### config.mk
export PLATFORM = sky130hd
export DESIGN_NAME = gray_to_bin_pipe
export DESIGN_NICKNAME = d
export VERILOG_FILES = /design/src/rtl/gray_pkg.sv /design/src/rtl/gray2bin_comb.sv /design/src/rtl/gray_to_bin_pipe.sv
export SDC_FILE = /design/constraint.sdc
export NUM_CORES = 1
export LEC_CHECK = 0
export ABC_CLOCK_PERIOD_IN_PS = 1550
export BUFFER_PORTS_ARGS = -buffer_cell sky130_fd_sc_hd__buf_2
export CAP_MARGIN = 20
export CORE_UTILIZATION = 40
export CTS_CLUSTER_SIZE = 24
export DETAILED_ROUTE_END_ITERATION = 10
export HOLD_SLACK_MARGIN = 0.12
export PLACE_DENSITY = 0.67
export SLEW_MARGIN = 10
export SYNTH_ARGS = -nofsm -noshare
export SYNTH_HDL_FRONTEND = slang
export SYNTH_HIERARCHICAL = 1
export SYNTH_SLANG_ARGS = --single-unit
### constraint.sdc
create_clock -name clk -period 1.55 [get_ports clk]
set_input_delay 0.155 -clock clk [delete_from_list [all_inputs] [get_ports clk]]
set_output_delay 0.155 -clock clk [all_outputs]
set_load 0.01 [all_outputs]
### src/rtl/gray_pkg.sv
// ============================================================================
// gray_pkg : shared constants for the Gray-to-binary pipeline
// Revision : 1.0
// ============================================================================
`default_nettype none

package gray_pkg;

   localparam int DEFAULT_WIDTH = 4;

   localparam logic [1:0] DIR_HOLD = 2'b00;
   localparam logic [1:0] DIR_UP   = 2'b01;
   localparam logic [1:0] DIR_DOWN = 2'b10;

endpackage

`default_nettype wire

### src/rtl/gray2bin_comb.sv
// ============================================================================
// gray2bin_comb : combinational Gray-to-binary decoder
// Revision      : 1.0
// ============================================================================
`default_nettype none

module gray2bin_comb
   import gray_pkg::*;
#(
   parameter int WIDTH = DEFAULT_WIDTH
) (
   input  logic [WIDTH-1:0] gray,
   output logic [WIDTH-1:0] bin
);

   // bin[i] is the XOR of every Gray bit at or above position i
   always_comb begin
      bin = '0;
      for (int i = 0; i < WIDTH; i++) begin
         bin[i] = ^(gray >> i);
      end
   end

endmodule

`default_nettype wire

### src/rtl/gray_to_bin_pipe.sv
// ============================================================================
// gray_to_bin_pipe : 2-stage Gray decoder with step direction and error check
//                    (step checker compiled in with GRAY_STEP_CHECK_EN)
// Revision         : 1.0
// ============================================================================
`default_nettype none

module gray_to_bin_pipe
   import gray_pkg::*;
#(
   parameter int WIDTH = DEFAULT_WIDTH
) (
   input  logic             clk,
   input  logic             rst,
   input  logic             in_valid,
   input  logic [WIDTH-1:0] in_gray,
   output logic             in_ready,
   output logic             out_valid,
   input  logic             out_ready,
   output logic [WIDTH-1:0] out_bin,
   output logic [1:0]       out_dir,
   output logic             out_err,
   output logic [7:0]       err_cnt
);

   localparam logic [WIDTH-1:0] ONE = {{(WIDTH-1){1'b0}}, 1'b1};

   logic             s1_valid_q, s1_valid_d;
   logic [WIDTH-1:0] s1_gray_q,  s1_gray_d;
   logic             s2_valid_q, s2_valid_d;
   logic [WIDTH-1:0] out_bin_q,  out_bin_d;
   logic [1:0]       out_dir_q,  out_dir_d;
   logic             out_err_q,  out_err_d;
   logic [WIDTH-1:0] prev_bin_q, prev_bin_d;
   logic             have_prev_q, have_prev_d;

   logic             s1_adv;
   logic             accept;
   logic             move;
   logic [WIDTH-1:0] dec_bin;
   logic [1:0]       dir;
   logic             step_err;

   assign s1_adv   = !s2_valid_q || out_ready;
   assign in_ready = !s1_valid_q || s1_adv;
   assign accept   = in_valid && in_ready;
   assign move     = s1_valid_q && s1_adv;

   gray2bin_comb #(.WIDTH(WIDTH)) u_dec (
      .gray (s1_gray_q),
      .bin  (dec_bin)
   );

   // Modular compare makes all-ones -> zero an up step and zero -> all-ones down
   always_comb begin
      dir = DIR_HOLD;
      if (have_prev_q) begin
         if (dec_bin == prev_bin_q + ONE) begin
            dir = DIR_UP;
         end else if (dec_bin == prev_bin_q - ONE) begin
            dir = DIR_DOWN;
         end
      end
   end

`ifdef GRAY_STEP_CHECK_EN
   logic [WIDTH-1:0] prev_gray_q, prev_gray_d;
   logic [7:0]       err_cnt_q,   err_cnt_d;
   logic [WIDTH-1:0] gray_diff;

   // More than one changed bit <=> clearing the lowest set bit leaves a residue
   assign gray_diff = s1_gray_q ^ prev_gray_q;
   assign step_err  = have_prev_q && (|(gray_diff & (gray_diff - ONE)));
   assign err_cnt   = err_cnt_q;

   always_comb begin
      prev_gray_d = prev_gray_q;
      err_cnt_d   = err_cnt_q;
      if (move) begin
         prev_gray_d = s1_gray_q;
         if (step_err && (err_cnt_q != 8'hFF)) begin
            err_cnt_d = err_cnt_q + 8'd1;
         end
      end
   end

   always_ff @(posedge clk or posedge rst) begin
      if (rst) begin
         prev_gray_q <= '0;
         err_cnt_q   <= 8'd0;
      end else begin
         prev_gray_q <= prev_gray_d;
         err_cnt_q   <= err_cnt_d;
      end
   end
`else
   assign step_err = 1'b0;
   assign err_cnt  = 8'd0;
`endif

   always_comb begin
      s1_valid_d  = s1_valid_q;
      s1_gray_d   = s1_gray_q;
      s2_valid_d  = s2_valid_q;
      out_bin_d   = out_bin_q;
      out_dir_d   = out_dir_q;
      out_err_d   = out_err_q;
      prev_bin_d  = prev_bin_q;
      have_prev_d = have_prev_q;

      if (accept) begin
         s1_valid_d = 1'b1;
         s1_gray_d  = in_gray;
      end else if (s1_adv) begin
         s1_valid_d = 1'b0;
      end

      if (s1_adv) begin
         s2_valid_d = s1_valid_q;
      end

      if (move) begin
         out_bin_d   = dec_bin;
         out_dir_d   = dir;
         out_err_d   = step_err;
         prev_bin_d  = dec_bin;
         have_prev_d = 1'b1;
      end
   end

   always_ff @(posedge clk or posedge rst) begin
      if (rst) begin
         s1_valid_q  <= 1'b0;
         s1_gray_q   <= '0;
         s2_valid_q  <= 1'b0;
         out_bin_q   <= '0;
         out_dir_q   <= DIR_HOLD;
         out_err_q   <= 1'b0;
         prev_bin_q  <= '0;
         have_prev_q <= 1'b0;
      end else begin
         s1_valid_q  <= s1_valid_d;
         s1_gray_q   <= s1_gray_d;
         s2_valid_q  <= s2_valid_d;
         out_bin_q   <= out_bin_d;
         out_dir_q   <= out_dir_d;
         out_err_q   <= out_err_d;
         prev_bin_q  <= prev_bin_d;
         have_prev_q <= have_prev_d;
      end
   end

   assign out_valid = s2_valid_q;
   assign out_bin   = out_bin_q;
   assign out_dir   = out_dir_q;
   assign out_err   = out_err_q;

endmodule

`default_nettype wire

Word level (Yosys, flattened, before mapping)
Index checks and enable logic that the tools add are counted.

Bits in registers: 13. Bits of input ports: 8. Output and inout port bits: 17. Logic and storage cells: 26.

$add $sub $neg: 2. Equality and inequality tests: 2. Muxes and demuxes: 5. Reduce and logical (&&, ||, !) cells: 11.

Operators with widths (number): XOR reduction 4 bit (4); equality test 4 bit (2); two-way mux 2 bit (3); adder 4 x 1 -> 4 bit (second input constant) (1); subtractor 4 x 1 -> 4 bit (second input constant) (1); logical AND 1 bit (2); zero test 1 bit (2); logical OR 1 bit (2); two-way mux 1 bit (2); nonzero test 2 bit (1).

Logic depth before layout (Yosys ltp)
Gate-level depths: netlist of the first run.

Depth after elaboration: 5. Mapped depth: 6. Gate-level depth less buffers: 6.

Hierarchy
The synthesis of the first run kept the hierarchy.

Modules (own cells, without submodules): gray_to_bin_pipe (times used 1, cells an instance 61, area each 719.4 um2, seq. area each 325.3 um2); gray2bin_comb (times used 1, cells an instance 5, area each 50.0 um2, seq. area each 0.0 um2).

Worst setup path before layout of the first run
Ideal clock, no wire load.

Path kind: register -> register. Start: register s1_gray_q[2]. End: register out_dir_q[0] (netlist: out_dir[0]). Setup time: 0.066 ns. Data arrival time: 1.487 ns. Data required time: 1.484 ns. Slack: -0.003 ns. Cell stages (with the launch flop): 7. Buffers on the path: 0. Clock period less this slack: 1.553 ns. Path through: dfrtp_1 xor2_2 xnor2_1 xor2_1 nand2_1 nor4_1 a22o_1.

Cells in the longest elaborated chain, start to end: 4. Elaborated cells between the ends (all ways): 6. Classes of those cells: eq/ne (1); mux (2); reduce/logical (3).

Ends and longest elaborated chain: start, declared (RTL line gray_to_bin_pipe.sv:29) `logic [WIDTH-1:0] s1_gray_q, s1_gray_d;`; start signal, assigned (RTL line gray_to_bin_pipe.sv:143) `s1_gray_q <= s1_gray_d;`; XOR reduction 4 bit (RTL line gray2bin_comb.sv:20) `bin[i] = ^(gray >> i);`; net dec_bin[2] (RTL line gray_to_bin_pipe.sv:40) `logic [WIDTH-1:0] dec_bin;`; equality test 4 bit (RTL line gray_to_bin_pipe.sv:58) `if (dec_bin == prev_bin_q + ONE) begin`; two-way mux 2 bit (RTL line gray_to_bin_pipe.sv:58); two-way mux 2 bit (RTL line gray_to_bin_pipe.sv:57) `if (have_prev_q) begin`; end signal, assigned (RTL line gray_to_bin_pipe.sv:146) `out_dir_q <= out_dir_d;`; end, declared (RTL line gray_to_bin_pipe.sv:32) `logic [1:0] out_dir_q, out_dir_d;`.

The timed path passes the listed nets, and every way through them passes these cells. A chain may end at the register's enable or synchronous reset.

Final worst setup path of the first run
Same ends and word-level chain as after synthesis.

==> results_tabular.tex, run 1 <==
\begin{tabular}{lr}
\hline
Metric & Value \\
\hline
\multicolumn{2}{l}{\textbf{Synth}} \\
Number of flops mapped to enable cells by yosys & 0 \\
Fraction of synthesis flops using an asynchronous set or reset pin & 1.000 \\
Post-Synthesis Cells & 66 \\
Post-synthesis cell area & 769.5 µm² \\
Top flip-flop cell by instance count after synthesis & sky130\_fd\_sc\_hd\_\_dfrtp\_1 \\
Post-synthesis cell type count & 23 \\
Syn avg cell area & 11.66 µm² \\
Total of flip-flops plus latches after synthesis & 13 \\
Seq/Total Area, Yosys & 0.4228 \\
Total of warnings raised by yosys & 6 \\
\multicolumn{2}{l}{\textbf{Clocking}} \\
Clock Pin Slew Worst Setup and Hold Paths & 80 ps \\
Clock tree root driver cell & sky130\_fd\_sc\_hd\_\_clkbuf\_4 \\
Clock sinks & 13 \\
Buffer levels on the longest clock path & 2 \\
Inserted Clock Buffers & 3 \\
Number of buffers inserted to repair setup after CTS & 0 \\
TritonCTS clock tree & done \\
Clk\_lat worst skew & 270 ps \\
Number of H-tree levels & 1 \\
\multicolumn{2}{l}{\textbf{Worst setup path}} \\
Crit path required time & 1770 ps \\
CP max stage delay & 450 ps \\
R2r worst-path depth & 6 \\
Crit path max-delay cell type & sky130\_fd\_sc\_hd\_\_dfrtp\_2 \\
Critical path peak fanout & 5 \\
Ordered list of cells on the worst path & xor2\_4 > xnor2\_2 > xor2\_1 > nand2\_1 > nor4\_1 > a22o\_1 \\
R2R Setup Slk & 9 ps \\
Nature of the critical path endpoint & register \\
Arrival time of the worst setup path & 1760 ps \\
Kind of start point of the critical path & register \\
Kind of critical path & register to register \\
Worst flop-to-flop path endpoint & out\_dir[0]\$\_DFFE\_PP0P\_ \\
Startpoint of the lowest-slack register-to-register path & s1\_gray\_q[2]\$\_DFFE\_PP0P\_ \\
\multicolumn{2}{l}{\textbf{Min path}} \\
Endpoint of the worst hold path & out\_valid\$\_DFFE\_PP0P\_ \\
Hold path startpoint & out\_ready \\
Worst hold path cell count & 3 \\
Class of the tightest hold or removal check & input pin to register \\
\multicolumn{2}{l}{\textbf{STA}} \\
Fin crit share & 0.9941 \\
Final number of hold-violating endpoints & 0 \\
Peak Freq & 649.0 MHz \\
Headroom to the max-slew limit & 0.6673 \\
Transition time at the pin with the least slew margin & 498.5 ps \\
Layout Skew & 2.704 ps \\
Total setup violations reported at the end of the flow & 0 \\
Final critical path time including I/O delays and setup & 1541 ps \\
Final slew viol count & 0 \\
Setup repair after global routing missed its margin & yes \\
Hold slack & 178.4 ps \\
Summed negative setup slack over all endpoints & 0 ps \\
\multicolumn{2}{l}{\textbf{Detailed routing}} \\
Number of antenna-violating nets in the routed design & 0 \\
Routed via count & 500 \\
Via density & 4.274 \\
Router iterations before antenna repair & 2 \\
Drt total wl & 1266 µm \\
Iteration-0 DRC count of the detailed router & 6 \\
Drc violations & 0 \\
Routed wire length per instance & 10.82 µm \\
\multicolumn{2}{l}{\textbf{Global route}} \\
Largest net degree at the start of global routing & 14 \\
Antenna violations before repair & 0 \\
Overall global routing resource usage & 0.1346 \\
Vias in the first global route & 458 \\
Wire length of the first global-routing pass & 2007 µm \\
Aggregate global routing overflow & 0 \\
\multicolumn{2}{l}{\textbf{Floorplanning}} \\
Height of the die & 45.86 µm \\
Top-level port count & 25 \\
Row cnt & 15 \\
Die Outline Area & 0.002103 mm² \\
Initial core utilization & 0.4362 \\
Chip Width & 45.86 µm \\
Area of the core & 0.001764 mm² \\
\multicolumn{2}{l}{\textbf{Power}} \\
Net Sw Frac & 0.3828 \\
Logic gate share of total power & 0.516 \\
Proportion of power drawn by the clock network & 0.139 \\
Maximum ir drop on the vdd rail & 0.6394 mV \\
Switching power & 581.3 µW \\
Internal Dissipation & 937.3 µW \\
Pwr dens & 1546 mW/mm² \\
Post-layout total power & 1519 µW \\
Proportion of power drawn by flip-flops and latches & 0.345 \\
Static leakage & 0.0004656 µW \\
\multicolumn{2}{l}{\textbf{Final layout}} \\
Fin nets & 103 \\
Area Growth Syn to Fin & 27.64\% \\
Final-layout fill cell count & 171 \\
Number of diodes & 0 \\
Post-Layout Inst Area & 982.2 µm² \\
Layout Utilization & 0.5567 \\
Ratio of cells with drive above 1 in the final layout & 0.3804 \\
\multicolumn{2}{l}{\textbf{Placement}} \\
IO buf count & 15 \\
Placement Cell Area & 853.3 µm² \\
Placer congestion estimate & 0.7309 \\
Final HPWL from detailed placement & 929.9 µm \\
\multicolumn{2}{l}{\textbf{Job}} \\
Max-capacitance violation count & 0 \\
\multicolumn{2}{l}{\textbf{Outcome}} \\
Run status & complete, no violations \\
\hline
\end{tabular}
-- cells by family after synthesis --
kind of cell | count (synthesis) | share of synthesized area
flops | 13 | 0.4228
simple gates | 13 | 0.1073
buf+inv | 13 | 0.1122
xor+xnor | 10 | 0.1333
mux | 9 | 0.1317
compound gates | 5 | 0.05528
fa+ha+maj | 2 | 0.03252
other cells | 1 | 0.004873
-- registers in the layout (all words and copies together) (netlist names) --
register,flops
s1_gray_q,4
out_dir,2
have_prev_q,1
prev_bin_q,4
s1_valid_q,1
out_valid,1
-- placed cells by master, fill, tap and decap left out, types with 2 or more instances in the layout --
cell type | synthesis | routed
sky130_fd_sc_hd__a31oi_1 | 2 | 2
sky130_fd_sc_hd__buf_2 | 0 | 15
sky130_fd_sc_hd__buf_4 | 10 | 3
sky130_fd_sc_hd__clkbuf_4 | 0 | 3
sky130_fd_sc_hd__conb_1 | 1 | 9
sky130_fd_sc_hd__dfrtp_1 | 13 | 12
sky130_fd_sc_hd__dlygate4sd3_1 | 0 | 6
sky130_fd_sc_hd__ha_1 | 2 | 2
sky130_fd_sc_hd__inv_1 | 3 | 3
sky130_fd_sc_hd__mux2_1 | 5 | 5
sky130_fd_sc_hd__mux2_2 | 4 | 4
sky130_fd_sc_hd__nand2_1 | 3 | 3
sky130_fd_sc_hd__nand2b_1 | 3 | 3
sky130_fd_sc_hd__nand3_1 | 2 | 2
sky130_fd_sc_hd__xnor2_1 | 4 | 2
sky130_fd_sc_hd__xnor2_2 | 1 | 3
sky130_fd_sc_hd__xor2_1 | 4 | 2
sky130_fd_sc_hd__xor2_2 | 1 | 2
-- cells in the mapped netlist, types with 2 or more instances --
cell	instances	area, µm²
sky130_fd_sc_hd__xnor2_1	4	35.03
sky130_fd_sc_hd__mux2_2	4	45.04
sky130_fd_sc_hd__ha_1	2	25.02
sky130_fd_sc_hd__inv_1	3	11.26
sky130_fd_sc_hd__mux2_1	5	56.30
sky130_fd_sc_hd__dfrtp_1	13	325.3
sky130_fd_sc_hd__nand2_1	3	11.26
sky130_fd_sc_hd__nand2b_1	3	18.77
sky130_fd_sc_hd__buf_4	10	75.07
sky130_fd_sc_hd__nand3_1	2	10.01
sky130_fd_sc_hd__a31oi_1	2	12.51
sky130_fd_sc_hd__xor2_1	4	35.03
-- worst max-delay path, delay by kind of cell, from the launching register on --
kind | cells | cell delay, ps
XOR/XNOR | 3 | 640
AO/OA/AOI/OAI | 1 | 160
flip-flops | 1 | 450
AND/OR/NAND/NOR | 2 | 230
-- per-stage QoR --
step	setup slack [ps]	std cells
after CTS	4.622	117
final	9.115	117
after global routing	-130.7	117
after global placement	-9.235	107
after floorplan	69.29	74
after detailed placement	-27.69	107
-- repair_timing --
| item | CTS | global route |
|---|---|---|
| pin swaps | 1 | 0 |
| resized for setup | 5 | 1 |
| hold endpoints to repair | 18 | 0 |
| hold buffers | 6 | 0 |
| endpoints found under the setup margin | 2 | 2 |
-- routing by layer --
metal | share of wire | global-route usage | up-vias
li1 | - | - | 252
met1 | 0.45 | 0.1650 | 232
met2 | 0.50 | 0.2394 | 16
met3 | 0.044 | 0.02381 | 0
met4 | 0 | 0.03529 | 0
met5 | 0 | 0 | -
-- power by group through the flow --
| stage | sequential, µW | clock [µW] | combinational [µW] |
|---|---|---|---|
| 2_1_floorplan | 565 | 0 | 489 |
| 6_report | 524 | 211 | 784 |
| 5_1_grt | 540 | 229 | 882 |
| 3_3_place_gp | 520 | 0 | 708 |
| 4_1_cts | 526 | 222 | 765 |
| 3_5_place_dp | 523 | 0 | 724 |
-- how the worst max path moves through the flow --
stage                        startpoint                      to  slack, ps  depth (start not counted)
2_1_floorplan  s1_gray_q[3]$_DFFE_PP0P_  out_dir[0]$_DFFE_PP0P_         70                          6
3_3_place_gp   s1_gray_q[3]$_DFFE_PP0P_  out_dir[0]$_DFFE_PP0P_         -9                          6
3_5_place_dp   s1_gray_q[3]$_DFFE_PP0P_  out_dir[0]$_DFFE_PP0P_        -30                          6
4_1_cts        s1_gray_q[2]$_DFFE_PP0P_  out_dir[0]$_DFFE_PP0P_          5                          6
5_1_grt        s1_gray_q[2]$_DFFE_PP0P_  out_dir[0]$_DFFE_PP0P_       -130                          6
6_report       s1_gray_q[2]$_DFFE_PP0P_  out_dir[0]$_DFFE_PP0P_          9                          6
-- cell type report --
class	instances	area, µm²	area share
multi-input combinational	48	429.2	0.4369
sequential	13	326.6	0.3325
timing repair buffer	24	157.7	0.1605
tap	25	31.28	0.03185
clock buffer	4	26.28	0.02675
inverter	3	11.26	0.01146
Power figures use the tool's default switching activity.
==> inputs of run 2 (changes only) <==
ABC_AREA = 1   (was default)
PLACE_DENSITY = 0.66   (was 0.67)
==> results_tabular.tex, run 2 <==
\begin{tabular}{lr}
\hline
Metric & Value \\
\hline
\multicolumn{2}{l}{\textbf{Synth}} \\
Post-synthesis cell area & 858.3 µm² \\
Post-Synthesis Cells & 130 \\
Top flip-flop cell by instance count after synthesis & sky130\_fd\_sc\_hd\_\_dfrtp\_1 \\
Post-synthesis cell type count & 15 \\
Leading post-synthesis cells by cell area & sky130\_fd\_sc\_hd\_\_dfrtp\_1, sky130\_fd\_sc\_hd\_\_nand2\_1, sky130\_fd\_sc\_hd\_\_buf\_4, sky130\_fd\_sc\_hd\_\_inv\_1, sky130\_fd\_sc\_hd\_\_nand3\_1 \\
Share of Yosys cell area claimed by the top area cell type & 0.3790 \\
Seq/Total Area, Yosys & 0.3790 \\
Synth area leader & sky130\_fd\_sc\_hd\_\_dfrtp\_1 \\
Total of flip-flops plus latches after synthesis & 13 \\
Cell with the most instances after synthesis & sky130\_fd\_sc\_hd\_\_nand2\_1 \\
Syn avg cell area & 6.602 µm² \\
Total of warnings raised by yosys & 6 \\
Fraction of synthesis flops using an asynchronous set or reset pin & 1.000 \\
Number of flops mapped to enable cells by yosys & 0 \\
Most instantiated cells after synthesis & sky130\_fd\_sc\_hd\_\_nand2\_1, sky130\_fd\_sc\_hd\_\_inv\_1, sky130\_fd\_sc\_hd\_\_dfrtp\_1, sky130\_fd\_sc\_hd\_\_nand3\_1, sky130\_fd\_sc\_hd\_\_buf\_4 \\
\multicolumn{2}{l}{\textbf{Floorplanning}} \\
Die Outline Area & 0.002335 mm² \\
Row cnt & 16 \\
Area of the core & 0.001982 mm² \\
Height of the die & 48.32 µm \\
Initial core utilization & 0.4331 \\
Top-level port count & 25 \\
Chip Width & 48.32 µm \\
\multicolumn{2}{l}{\textbf{STA}} \\
Peak Freq & 726.8 MHz \\
Final number of hold-violating endpoints & 0 \\
Setup repair after global routing missed its margin & no \\
Fin crit share & 0.8877 \\
Final critical path time including I/O delays and setup & 1376 ps \\
Total setup violations reported at the end of the flow & 0 \\
Summed negative setup slack over all endpoints & 0 ps \\
Final slew viol count & 0 \\
Layout Skew & 0.4775 ps \\
Worst setup slack after layout & 174.0 ps \\
\multicolumn{2}{l}{\textbf{Placement}} \\
Placer congestion estimate & 0.8467 \\
Final HPWL from detailed placement & 1227 µm \\
Minimum setup slack after placement & 189.7 ps \\
IO buf count & 15 \\
\multicolumn{2}{l}{\textbf{Detailed routing}} \\
Routed via count & 748 \\
Routed wire length per instance & 8.545 µm \\
Router iterations before antenna repair & 4 \\
Iteration-0 DRC count of the detailed router & 14 \\
Drc violations & 0 \\
Number of antenna-violating nets in the routed design & 0 \\
Drt total wl & 1521 µm \\
Via density & 4.202 \\
\multicolumn{2}{l}{\textbf{Worst setup path}} \\
Kind of cell with the highest combined delay on the critical path & flip-flops \\
Crit path max-delay cell type & sky130\_fd\_sc\_hd\_\_dfrtp\_1 \\
Library cell appearing most often on the critical path & sky130\_fd\_sc\_hd\_\_nand2\_1 \\
Worst flop-to-flop path endpoint & out\_dir[1]\$\_DFFE\_PP0P\_ \\
R2R Setup Slk & 170 ps \\
Number of cells on the critical path & 9 \\
Kind of critical path & register to register \\
Kind of start point of the critical path & register \\
R2r worst-path depth & 9 \\
Crit path required time & 1770 ps \\
CP max stage delay & 470 ps \\
Startpoint of the lowest-slack register-to-register path & prev\_bin\_q[0]\$\_DFFE\_PP0P\_ \\
Count of buffer and inverter cells on the critical path & 2 \\
Nature of the critical path endpoint & register \\
Critical path peak fanout & 7 \\
Arrival time of the worst setup path & 1590 ps \\
Ordered list of cells on the worst path & inv\_2 > ha\_1 > inv\_1 > nand2\_1 > nand2\_1 > nand2\_1 > nor2\_2 > nand3\_1 > nand2\_1 \\
\multicolumn{2}{l}{\textbf{Power}} \\
Proportion of power drawn by the clock network & 0.157 \\
Internal Dissipation & 756.4 µW \\
Maximum ir drop on the vdd rail & 0.6194 mV \\
Pwr dens & 1338 mW/mm² \\
Logic gate share of total power & 0.459 \\
Static leakage & 0.0006092 µW \\
Proportion of power drawn by flip-flops and latches & 0.384 \\
Net Sw Frac & 0.4309 \\
Switching power & 572.7 µW \\
\multicolumn{2}{l}{\textbf{Final layout}} \\
Area Growth Syn to Fin & 15.74\% \\
Ratio of cells with drive above 1 in the final layout & 0.1391 \\
Number of diodes & 0 \\
Fin nets & 162 \\
Commonest cells after routing, fill and taps aside & sky130\_fd\_sc\_hd\_\_nand2\_1, sky130\_fd\_sc\_hd\_\_inv\_1, sky130\_fd\_sc\_hd\_\_buf\_2 \\
Most common library cell in the layout ignoring fill and taps & sky130\_fd\_sc\_hd\_\_nand2\_1 \\
\multicolumn{2}{l}{\textbf{Clocking}} \\
Clock sinks & 13 \\
Clock Pin Slew Worst Setup and Hold Paths & 80 ps \\
Inserted Clock Buffers & 3 \\
Clk\_lat worst skew & 270 ps \\
TritonCTS clock tree & done \\
Buffer levels on the longest clock path & 2 \\
Number of H-tree levels & 1 \\
Clock tree root driver cell & sky130\_fd\_sc\_hd\_\_clkbuf\_4 \\
\multicolumn{2}{l}{\textbf{Min path}} \\
Worst hold path cell count & 3 \\
Endpoint of the worst hold path & s1\_gray\_q[0]\$\_DFFE\_PP0P\_ \\
Class of the tightest hold or removal check & input pin to register \\
Hold path startpoint & in\_valid \\
\multicolumn{2}{l}{\textbf{Outcome}} \\
Run status & complete, no violations \\
\multicolumn{2}{l}{\textbf{Global route}} \\
Aggregate global routing overflow & 0 \\
Wire length of the first global-routing pass & 2628 µm \\
Antenna violations before repair & 0 \\
Overall global routing resource usage & 0.1438 \\
Largest net degree at the start of global routing & 14 \\
Vias in the first global route & 677 \\
\multicolumn{2}{l}{\textbf{Job}} \\
Max-capacitance violation count & 0 \\
\hline
\end{tabular}
-- run 2: changes by cell type in the layout (fill, tap and decap cells not counted), sizes merged, moves of 3 or more --
cell | previous run | this run
nand2 | 4 | 60
inv | 3 | 21
nand3 | 2 | 12
mux2 | 9 | 0
xor2 | 5 | 0
nand2b | 4 | 0
o21ai | 0 | 4
buf | 18 | 15
xnor2 | 5 | 2
-- run 2: power by group through the flow --
stage / Combinational [µW] / Clock, µW / Sequential (µW)
floorplan: 446 / 0 / 534
global placement: 596 / 0 / 514
detailed placement: 605 / 0 / 517
CTS: 617 / 219 / 510
global route: 705 / 239 / 527
finish: 611 / 209 / 510
-- run 2: repair_timing --
action | CTS | global route
resized for setup | 0 | 0
hold buffers | 5 | 0
endpoints found under the hold margin | 17 | 0
buffers inserted | 0 | 0
-- run 2: worst reg2reg max path, stage by stage, from the launching register on --
cell and delay [ps]:
sky130_fd_sc_hd__dfrtp_1 470, sky130_fd_sc_hd__inv_2 80, sky130_fd_sc_hd__ha_1 310, sky130_fd_sc_hd__inv_1 60
sky130_fd_sc_hd__nand2_1 40, sky130_fd_sc_hd__nand2_1 90, sky130_fd_sc_hd__nand2_1 70, sky130_fd_sc_hd__nor2_2 70
sky130_fd_sc_hd__nand3_1 70, sky130_fd_sc_hd__nand2_1 60
-- run 2: layer usage --
layer,vias to the layer above,global-route usage,wire (µm)
met4,0,0.05882,14
met2,19,0.2394,725
met1,316,0.1762,722
met5,-,0,0
li1,411,-,-
met3,2,0.03774,57
-- run 2: cell families after synthesis --
| kind of cell | Yosys count | synth area share |
|---|---|---|
| simple gates | 76 | 0.3586 |
| buf+inv | 32 | 0.1851 |
| flops | 13 | 0.3790 |
| compound gates | 4 | 0.02332 |
| xor+xnor | 2 | 0.02041 |
| fa+ha+maj | 2 | 0.02915 |
| other cells | 1 | 0.004369 |
-- run 2: cell type report --
| class | instances | area (µm²) |
|---|---|---|
| clock buffers | 4 | 26.28 |
| fillers | 202 | 988.4 |
| inverters | 21 | 78.83 |
| multi-input cells | 93 | 404.1 |
| flip-flops and latches | 13 | 325.3 |
| well taps | 27 | 33.78 |
| repair buffers | 20 | 125.1 |
-- run 2: metrics by stage --
stage | hold WS, ps | total power, µW | instance area (µm²) | util | cells
6_report | 163.8 | 1329 | 993.5 | 0.5013 | 178
5_1_grt | 157.7 | 1471 | 993.5 | 0.5013 | 178
4_1_cts | 155.9 | 1346 | 993.5 | 0.5013 | 178
3_5_place_dp | 206.2 | 1121 | 917.1 | 0.4628 | 169
3_3_place_gp | 209.5 | 1110 | 917.1 | 0.4628 | 169
2_1_floorplan | 31.96 | 980.2 | 888.4 | - | 138
-- run 2: worst max-delay path by stage --
stage                              start                     end  slack [ps]
2_1_floorplan  prev_bin_q[0]$_DFFE_PP0P_  out_dir[1]$_DFFE_PP0P_         270
3_3_place_gp   prev_bin_q[0]$_DFFE_PP0P_  out_dir[1]$_DFFE_PP0P_         220
3_5_place_dp   prev_bin_q[0]$_DFFE_PP0P_  out_dir[1]$_DFFE_PP0P_         190
4_1_cts        prev_bin_q[0]$_DFFE_PP0P_  out_dir[1]$_DFFE_PP0P_         160
5_1_grt         s1_gray_q[3]$_DFFE_PP0P_  out_dir[1]$_DFFE_PP0P_          30
6_report       prev_bin_q[0]$_DFFE_PP0P_  out_dir[1]$_DFFE_PP0P_         170
